<file path="config.mk">
export PLATFORM = sky130hd
export DESIGN_NAME = bsram_port_master
export DESIGN_NICKNAME = d
export VERILOG_FILES = /design/src/rtl/bsram_pkg.sv /design/src/rtl/bsram_rsp_fifo.sv /design/src/rtl/bsram_port_master.sv
export SDC_FILE = /design/constraint.sdc
export NUM_CORES = 1
export LEC_CHECK = 0
export CAP_MARGIN = 20
export CORE_MARGIN = 2
export CORE_UTILIZATION = 50
export DETAILED_ROUTE_END_ITERATION = 10
export DONT_BUFFER_PORTS = 1
export PLACE_DENSITY = 0.74
export SLEW_MARGIN = 10
export SYNTH_ARGS = -nofsm -noshare
export SYNTH_HDL_FRONTEND = slang
export SYNTH_HIERARCHICAL = 1
export SYNTH_SLANG_ARGS = --single-unit
export TNS_END_PERCENT = 20
</file>
<file path="constraint.sdc">
create_clock -name clk -period 4 [get_ports clk]
set_input_delay 0 -clock clk [delete_from_list [all_inputs] [get_ports clk]]
set_output_delay 0 -clock clk [all_outputs]
set_load 0.005 [all_outputs]
</file>
<file path="src/rtl/bsram_pkg.sv">
// Shared widths and request layout for the BSRAM port master.
package bsram_pkg;

    localparam int BSRAM_A_SIZE = 15;
    localparam int BSRAM_W_SIZE = 8;
    localparam int BSRAM_DEPTH  = 32768;

    typedef struct packed {
        logic                    we;
        logic [BSRAM_A_SIZE-1:0] addr;
        logic [BSRAM_W_SIZE-1:0] wdata;
    } bsram_req_t;

    function automatic logic is_read(input bsram_req_t r);
        return !r.we;
    endfunction

endpackage

</file>
<file path="src/rtl/bsram_rsp_fifo.sv">
// Synchronous read-response FIFO; head word is presented combinationally on o_dout.
module bsram_rsp_fifo
    import bsram_pkg::*;
#(
    parameter int DEPTH = 4,
    parameter int W     = BSRAM_W_SIZE,
    localparam int PW   = $clog2(DEPTH),
    localparam int CW   = PW + 1
) (
    input  logic          clk,
    input  logic          resetn,
    input  logic          i_push,
    input  logic [W-1:0]  i_din,
    input  logic          i_pop,
    output logic [W-1:0]  o_dout,
    output logic [CW-1:0] o_count,
    output logic          o_empty,
    output logic          o_full
);

    logic [W-1:0]  r_mem [DEPTH];
    logic [PW-1:0] r_wr_ptr;
    logic [PW-1:0] r_rd_ptr;
    logic [CW-1:0] r_count;
    logic          w_push;
    logic          w_pop;

    assign w_pop   = i_pop && !o_empty;
    assign w_push  = i_push && (!o_full || w_pop);
    assign o_count = r_count;
    assign o_empty = (r_count == '0);
    assign o_full  = (r_count == CW'(DEPTH));
    assign o_dout  = r_mem[r_rd_ptr];

    // DEPTH is a power of two, so the pointers wrap for free.
    always_ff @(posedge clk or negedge resetn) begin
        if (!resetn) begin
            r_wr_ptr <= '0;
            r_rd_ptr <= '0;
            r_count  <= '0;
        end else begin
            if (w_push) r_wr_ptr <= r_wr_ptr + 1'b1;
            if (w_pop)  r_rd_ptr <= r_rd_ptr + 1'b1;
            case ({w_push, w_pop})
                2'b10:   r_count <= r_count + 1'b1;
                2'b01:   r_count <= r_count - 1'b1;
                default: ;
            endcase
        end
    end

    always_ff @(posedge clk) begin
        if (w_push) r_mem[r_wr_ptr] <= i_din;
    end

endmodule

</file>
<file path="src/rtl/bsram_port_master.sv">
// Initiator for one BSRAM port: registered issue, read-latency tracking and
// credit-limited issue so every read's data always has a FIFO slot waiting.
module bsram_port_master
    import bsram_pkg::*;
#(
    parameter int A_SIZE    = BSRAM_A_SIZE,
    parameter int W_SIZE    = BSRAM_W_SIZE,
    parameter int RD_LAT    = 2,
    parameter int RSP_DEPTH = 4
) (
    input  logic              clk,
    input  logic              resetn,
    input  logic              req_valid,
    output logic              req_ready,
    input  logic              req_we,
    input  logic [A_SIZE-1:0] req_addr,
    input  logic [W_SIZE-1:0] req_wdata,
    output logic              rsp_valid,
    input  logic              rsp_ready,
    output logic [W_SIZE-1:0] rsp_rdata,
    output logic              mem_ce,
    output logic              mem_oce,
    output logic              mem_wre,
    output logic              mem_reset,
    output logic [A_SIZE-1:0] mem_ad,
    output logic [W_SIZE-1:0] mem_din,
    input  logic [W_SIZE-1:0] mem_dout
);

    localparam int CW = $clog2(RSP_DEPTH) + 1;

    bsram_req_t    w_req;
    bsram_req_t    r_issue;
    logic          r_ce;
    logic          r_run;
    logic [RD_LAT:0] r_vld_pipe;
    logic [CW-1:0] r_used;
    logic          w_fire;
    logic          w_rd_fire;
    logic          w_push;
    logic          w_pop;
    logic          w_empty;
    logic          w_full;
    logic [CW-1:0] w_count;

    assign w_req     = '{we: req_we, addr: req_addr, wdata: req_wdata};
    assign w_fire    = req_valid && req_ready;
    assign w_rd_fire = w_fire && is_read(w_req);
    assign w_pop     = rsp_valid && rsp_ready;
    // Stage 0 is the cycle the strobe is on the BSRAM pins; data lands RD_LAT edges later.
    assign w_push    = r_vld_pipe[RD_LAT];

    // Writes stall too when credits run out, keeping issue strictly in order.
    assign req_ready = r_run && (r_used < CW'(RSP_DEPTH));
    assign rsp_valid = !w_empty;

    assign mem_ce    = r_ce;
    assign mem_wre   = r_issue.we;
    assign mem_ad    = r_issue.addr;
    assign mem_din   = r_issue.wdata;
    assign mem_reset = ~resetn;
    assign mem_oce   = (RD_LAT >= 2) ? r_vld_pipe[1] : 1'b0;

    always_ff @(posedge clk or negedge resetn) begin
        if (!resetn) begin
            r_run   <= 1'b0;
            r_ce    <= 1'b0;
            r_issue <= '0;
        end else begin
            r_run <= 1'b1;
            r_ce  <= w_fire;
            if (w_fire) r_issue    <= w_req;
            else        r_issue.we <= 1'b0;
        end
    end

    always_ff @(posedge clk or negedge resetn) begin
        if (!resetn) begin
            r_vld_pipe <= '0;
            r_used     <= '0;
        end else begin
            r_vld_pipe <= {r_vld_pipe[RD_LAT-1:0], w_rd_fire};
            case ({w_rd_fire, w_pop})
                2'b10:   r_used <= r_used + 1'b1;
                2'b01:   r_used <= r_used - 1'b1;
                default: ;
            endcase
        end
    end

    bsram_rsp_fifo #(
        .DEPTH (RSP_DEPTH),
        .W     (W_SIZE)
    ) u_rsp_fifo (
        .clk     (clk),
        .resetn  (resetn),
        .i_push  (w_push),
        .i_din   (mem_dout),
        .i_pop   (w_pop),
        .o_dout  (rsp_rdata),
        .o_count (w_count),
        .o_empty (w_empty),
        .o_full  (w_full)
    );

    a_no_overflow: assert property (@(posedge clk) disable iff (!resetn) !(w_push && w_full));
    a_credit_ok:   assert property (@(posedge clk) disable iff (!resetn) r_used >= w_count);

endmodule

</file>
Word level (Yosys, flattened, before mapping) --
Memories as Yosys holds them, arrays and structs flattened. Cells that the tools add are included.
Word-level totals: flip-flop bits (word level) 39, bits in latches 0, memory bits (writable) 32, memory bits (read-only) 0, logic and storage cells 42, memories 1
Memory list:
- u_rsp_fifo.r_mem | depth 4, bits a word 8, rd ports 1, clocked after Yosys merged registers in 0, write ports 1, RTL line bsram_rsp_fifo.sv:21 | logic [W-1:0] r_mem [DEPTH];
Operators by class: add/sub/neg operators 6, multiply operators 0, div/mod/pow operators 0, order comparisons 1, eq/ne operators 5, shifts and indexed selects 0, multiplexer cells 5, bitwise gates (word level) 1, reductions and logical operators 13
Operators with widths (number):
- 3-bit case mux with 2 select lines | 2
- 3-bit by 1-bit adder with 3-bit output, second input constant | 2
- 1-bit logical AND | 6
- 3-bit by 1-bit subtractor with 3-bit output, second input constant | 2
- 2-bit by 1-bit adder with 2-bit output, second input constant | 2
- 2-bit by 1-bit equality test with 1-bit output, second input constant | 2
- 2-bit equality test, second input constant | 2
- 2-bit nonzero test | 2
- 3-bit equality test, second input constant | 1
- 1-bit zero test | 3
- 3-bit zero test | 1
- 3-bit less-than comparator, second input constant | 1
- 1-bit two-way mux | 3
- 1-bit logical OR | 1
- 1-bit NOT | 1

Depth between registers and ports, before layout --
depth after elaboration 8, depth in mapped cells 10, mapped depth without buffers 9

Cells and area by module --
The synthesis kept the hierarchy.
By module, submodules not included:
- bsram_rsp_fifo | instances 1, cells an instance 90, area an instance 1682.9 µm², seq. area each 1136.1 µm²
- bsram_port_master | instances 1, cells an instance 78, area an instance 1291.2 µm², seq. area each 800.8 µm²

Worst setup path after synthesis --
Ideal clock, no wire load.
path kind reg2reg, from reg u_rsp_fifo.r_count[0] (netlist: u_rsp_fifo/o_count[0]), to reg u_rsp_fifo.r_count[1] (netlist: u_rsp_fifo/o_count[1]), setup time 0.087 ns, data arrival time 2.250 ns, data required time 3.913 ns, setup slack 1.663 ns, stages on the path, launching flop included 10, buffers on the path 1, period minus slack after synthesis 2.337 ns, path through dfrtp_1 > nor3_1 > nor2b_1 > buf_2 > o31a_1 > or2b_1 > fa_1 > o21ba_2 > o211ai_1 > a22oi_1
On the way: word-level cells in the longest chain between the ends 8, elaborated cells on any way between the ends 14
Ends and longest elaborated chain:
- start, declared | RTL line bsram_rsp_fifo.sv:24 | logic [CW-1:0] r_count;
- start signal, assigned | RTL line bsram_rsp_fifo.sv:45 | 2'b10: r_count <= r_count + 1'b1;
- start signal, assigned | RTL line bsram_rsp_fifo.sv:46 | 2'b01: r_count <= r_count - 1'b1;
- 3-bit zero test (*) | RTL line bsram_rsp_fifo.sv:31 | assign o_empty = (r_count == '0);
- named net w_empty | RTL line bsram_port_master.sv:42 | logic w_empty;
- 1-bit zero test (*) | RTL line bsram_port_master.sv:55 | assign rsp_valid = !w_empty;
- 1-bit logical AND (*) | RTL line bsram_port_master.sv:49 | assign w_pop = rsp_valid && rsp_ready;
- named net w_pop | RTL line bsram_port_master.sv:41 | logic w_pop;
- 1-bit logical AND (*) | RTL line bsram_rsp_fifo.sv:28 | assign w_pop = i_pop && !o_empty;
- 1-bit logical OR | RTL line bsram_rsp_fifo.sv:29 | assign w_push = i_push && (!o_full || w_pop);
- 1-bit logical AND | RTL line bsram_rsp_fifo.sv:29
- 2-bit by 1-bit equality test with 1-bit output / 2-bit equality test (equally long branches) | RTL line bsram_rsp_fifo.sv:44 | case ({w_push, w_pop})
- 3-bit case mux with 2 select lines / 2-bit nonzero test (equally long branches)
Mark *: on every way through the listed nets, which the timed path passes. The rest lies on a longest branch. A chain may end at the register's enable or synchronous reset.

Worst setup path after layout --
from reg u_rsp_fifo.r_count[1] (netlist: u_rsp_fifo/o_count[1]), to reg u_rsp_fifo.r_count[2] (netlist: u_rsp_fifo/o_count[2])
The elaborated chain is that of the path after synthesis.

==> impl_summary.log <==
[metrics] Leak Pwr: about 1.5 nW
[metrics] sw frac: 0.305
[metrics] die width: ~81 um
[metrics] Pre-Repair DR Iteration Count: 4
[metrics] standard cell with the maximum stage delay on the critical path: nor2b_1
[metrics] Crit. End Element: flop
[metrics] Total Die Area: roughly 6600 um^2
[metrics] skew final: between 0.008 and 0.009 ns
[metrics] share of power burned in registers: 0.501
[metrics] Least-Margin Pin Slew: roughly 0.76 ns
[metrics] cell at the root of the clock tree: clkbuf_8
[metrics] number of max-slew violations in the final report: 0
[metrics] height of the die: 81.0 um
[metrics] count of endpoints failing hold in the final timing report: 0
[metrics] clock buffer depth: 2
[metrics] CTS tree: built
[metrics] effective utilization at floorplan: 0.510
[metrics] Final Routed Wirelength: 5230 um
[metrics] clock sink count: 71
[metrics] highest clock frequency the design can meet: 333 MHz
[metrics] Final Critical Period: between 3 and 4 ns
[metrics] unrepaired setup endpoints after global routing: no
[metrics] maximum number of pins on one net before global-route repair: 40
[metrics] P_sw: 0.000717 W
[metrics] initial antenna violation count: 0
[metrics] Worst EP arrival: 3.26 ns
[metrics] internal power: approximately 0.0016 W
[metrics] total of warnings raised by yosys: 6
[metrics] clock transition at the registers of the reported paths: roughly 0.07 ns
[metrics] worst slew slack as a fraction of its limit: 0.494
[metrics] setup slack of the critical path after layout: 0.995 ns
[metrics] Nets: 249
[metrics] Fin Hold WS: 0.0315 ns
[metrics] type of origin of the critical path: flop
[metrics] Post-Syn Instances: 167
[metrics] Post-Synthesis Net Count: 210
[metrics] hpwl dp: between 3000 and 4000 um
[metrics] clock latency on the worst-skew pair: 0.34 ns
[metrics] post-route ant nets: 0
[metrics] mean instance size in the synthesized netlist: 17.8 um^2
[metrics] # rows: 28
[metrics] detailed-route wire length per cell: about 18 um
[metrics] number of levels the H-tree was split into: 3
[metrics] post-synthesis cell area: 2970 um^2
[metrics] via total after detailed routing: 1517
[metrics] Filler Cell Count: about 430
[metrics] number of global-route vias before repair: 1682
[metrics] maximum net fanout on the critical path: 9
[metrics] final setup violation count: 0
[metrics] IO Port Bufs: 0
[metrics] worst stage delay on the critical path: 0.62 ns
[metrics] part of the total power dissipated in the clock network: 0.233
[metrics] VDD IR-drop max: 0.325 mV
[metrics] cell area power density: around 660 nW/um^2
[metrics] global-route total usage across every layer: 0.174
[metrics] total negative setup slack: 0 ns
[metrics] final worst-path cycle share: 0.751
[metrics] proportion of layout cells with a drive suffix above 1: 0.275
[metrics] Antenna diodes: 0
[metrics] gpl congestion: 0.759
[metrics] max-cap check violation count: 0
[metrics] Setup Crit Path Kind: reg -> reg
[metrics] post-synthesis to final-layout area growth: 20.1%
[metrics] count of routing violations after the opening detailed-route iteration: 68
[metrics] status: complete, no violations
[metrics] combinational share of power: 0.266
[metrics] Floorplan Core Area: about 5800 um^2
[metrics] required time of the critical path: roughly 4.3 ns
[metrics] wire length of the first global-routing pass: 8040 um
[metrics] cell breakdown of the critical path: nor3_1 > nor2b_1 > o31a_1 > or2b_1 > fa_1 > nand2b_1 > o32ai_2 > xor2_1
[metrics] total CTS buffers: 9
[metrics] via-per-instance ratio: 5.30
[metrics] final global-route overflow total: 0
[metrics] I/O pin count: 73
[metrics] kind of path behind the tightest hold check: in -> out
[metrics] post-CTS resize count: 0
[metrics] pre-CTS worst setup slack: 1.12 ns
[metrics] # DRC: 0
==> flip-flops by register name (all words and copies together) (netlist names) <==
signal               cells
u_rsp_fifo/o_count       3
r_vld_pipe               3
mem_ce                   1
u_rsp_fifo/r_rd_ptr      2
r_run                    1
u_rsp_fifo/r_wr_ptr      2
mem_din                  8
mem_ad                  15
r_used                   3
mem_wre                  1
u_rsp_fifo/r_mem        32
==> power by group through the flow <==
stage                     logic [W]  registers (W)  clock network (W)
after floorplan            0.000576        0.00108                  0
after global placement     0.000542        0.00117                  0
after detailed placement   0.000595        0.00118                  0
after CTS                  0.000630        0.00117           0.000563
after global routing       0.000683        0.00121           0.000592
final                      0.000624        0.00118           0.000546
==> per-layer routing <==
layer  global-route usage  vias up  wire length [um]
li1                     -      672                 -
met1                0.180      745              1910
met2                0.301       90              2780
met3               0.0722       10               454
met4               0.0915        0                89
met5                    0        -                 0
==> final cells by class <==
type	count	area [um^2]	area share
sequential	71	1940	0.544
clock inverter	7	71.3	0.0200
timing repair buffer	35	360	0.101
clock buffer	9	124	0.0348
tap	75	93.8	0.0263
multi-input combinational	79	940	0.264
inverter	10	37.5	0.0105
==> through the flow <==
stage | instance area [um^2] | util | cells | total power (W)
4_1_cts | 3560 | 0.613 | 286 | 0.00237
6_report | 3560 | 0.613 | 286 | 0.00235
3_5_place_dp | 3010 | 0.517 | 235 | 0.00177
5_1_grt | 3560 | 0.613 | 286 | 0.00248
2_1_floorplan | 2970 | - | 167 | 0.00166
3_3_place_gp | 3010 | 0.517 | 235 | 0.00171
==> worst max-delay path, delay by kind of cell, from the launching register on <==
family	cells	cell delay, ns
flops	1	0.51
fa+ha+maj	1	0.40
simple gates	4	1.22
compound gates	2	0.61
xor+xnor	1	0.19
==> worst paths after layout <==
path / startpoint / to / slack [ns] / cells past startpoint
worst max-delay path: u_rsp_fifo/o_count[1]$_DFFE_PN0P_ / u_rsp_fifo/o_count[2]$_DFFE_PN0P_ / 1.0 / 8
worst min-delay path: resetn / mem_reset / 0.03 / 1
worst max register to register: u_rsp_fifo/o_count[1]$_DFFE_PN0P_ / u_rsp_fifo/o_count[2]$_DFFE_PN0P_ / 1.0 / 8
worst min register to register: r_vld_pipe[0]$_DFF_PN0_ / r_vld_pipe[1]$_DFF_PN0_ / 0.37 / 0
max in group asynchronous: resetn / u_rsp_fifo/o_count[0]$_DFFE_PN0P_ / 3.68 / 2
min in group asynchronous: resetn / mem_ad[8]$_DFFE_PN0N_ / 0.12 / 2
==> what timing repair did <==
item                                   in CTS  in global routing
endpoints found under the hold margin      96                  0
hold buffers                               35                  0
buffers inserted                            0                  0
==> layout by cell type (no fill, tap or decap), types with 2 or more instances in the layout <==
cell type and instances:
mux2_2 9, ha_1 5, and2_1 4, clkinvlp_4 3
mux2_4 17, dlygate4sd3_1 34, o21ai_0 2, nor2_1 2
inv_1 10, dfrtp_1 39, xnor2_1 3, nand2_1 2
edfxtp_1 32, fa_1 2, clkinv_2 2, xor2_1 6
clkbuf_8 9, mux4_2 8
(Power assumes the default switching activity.)
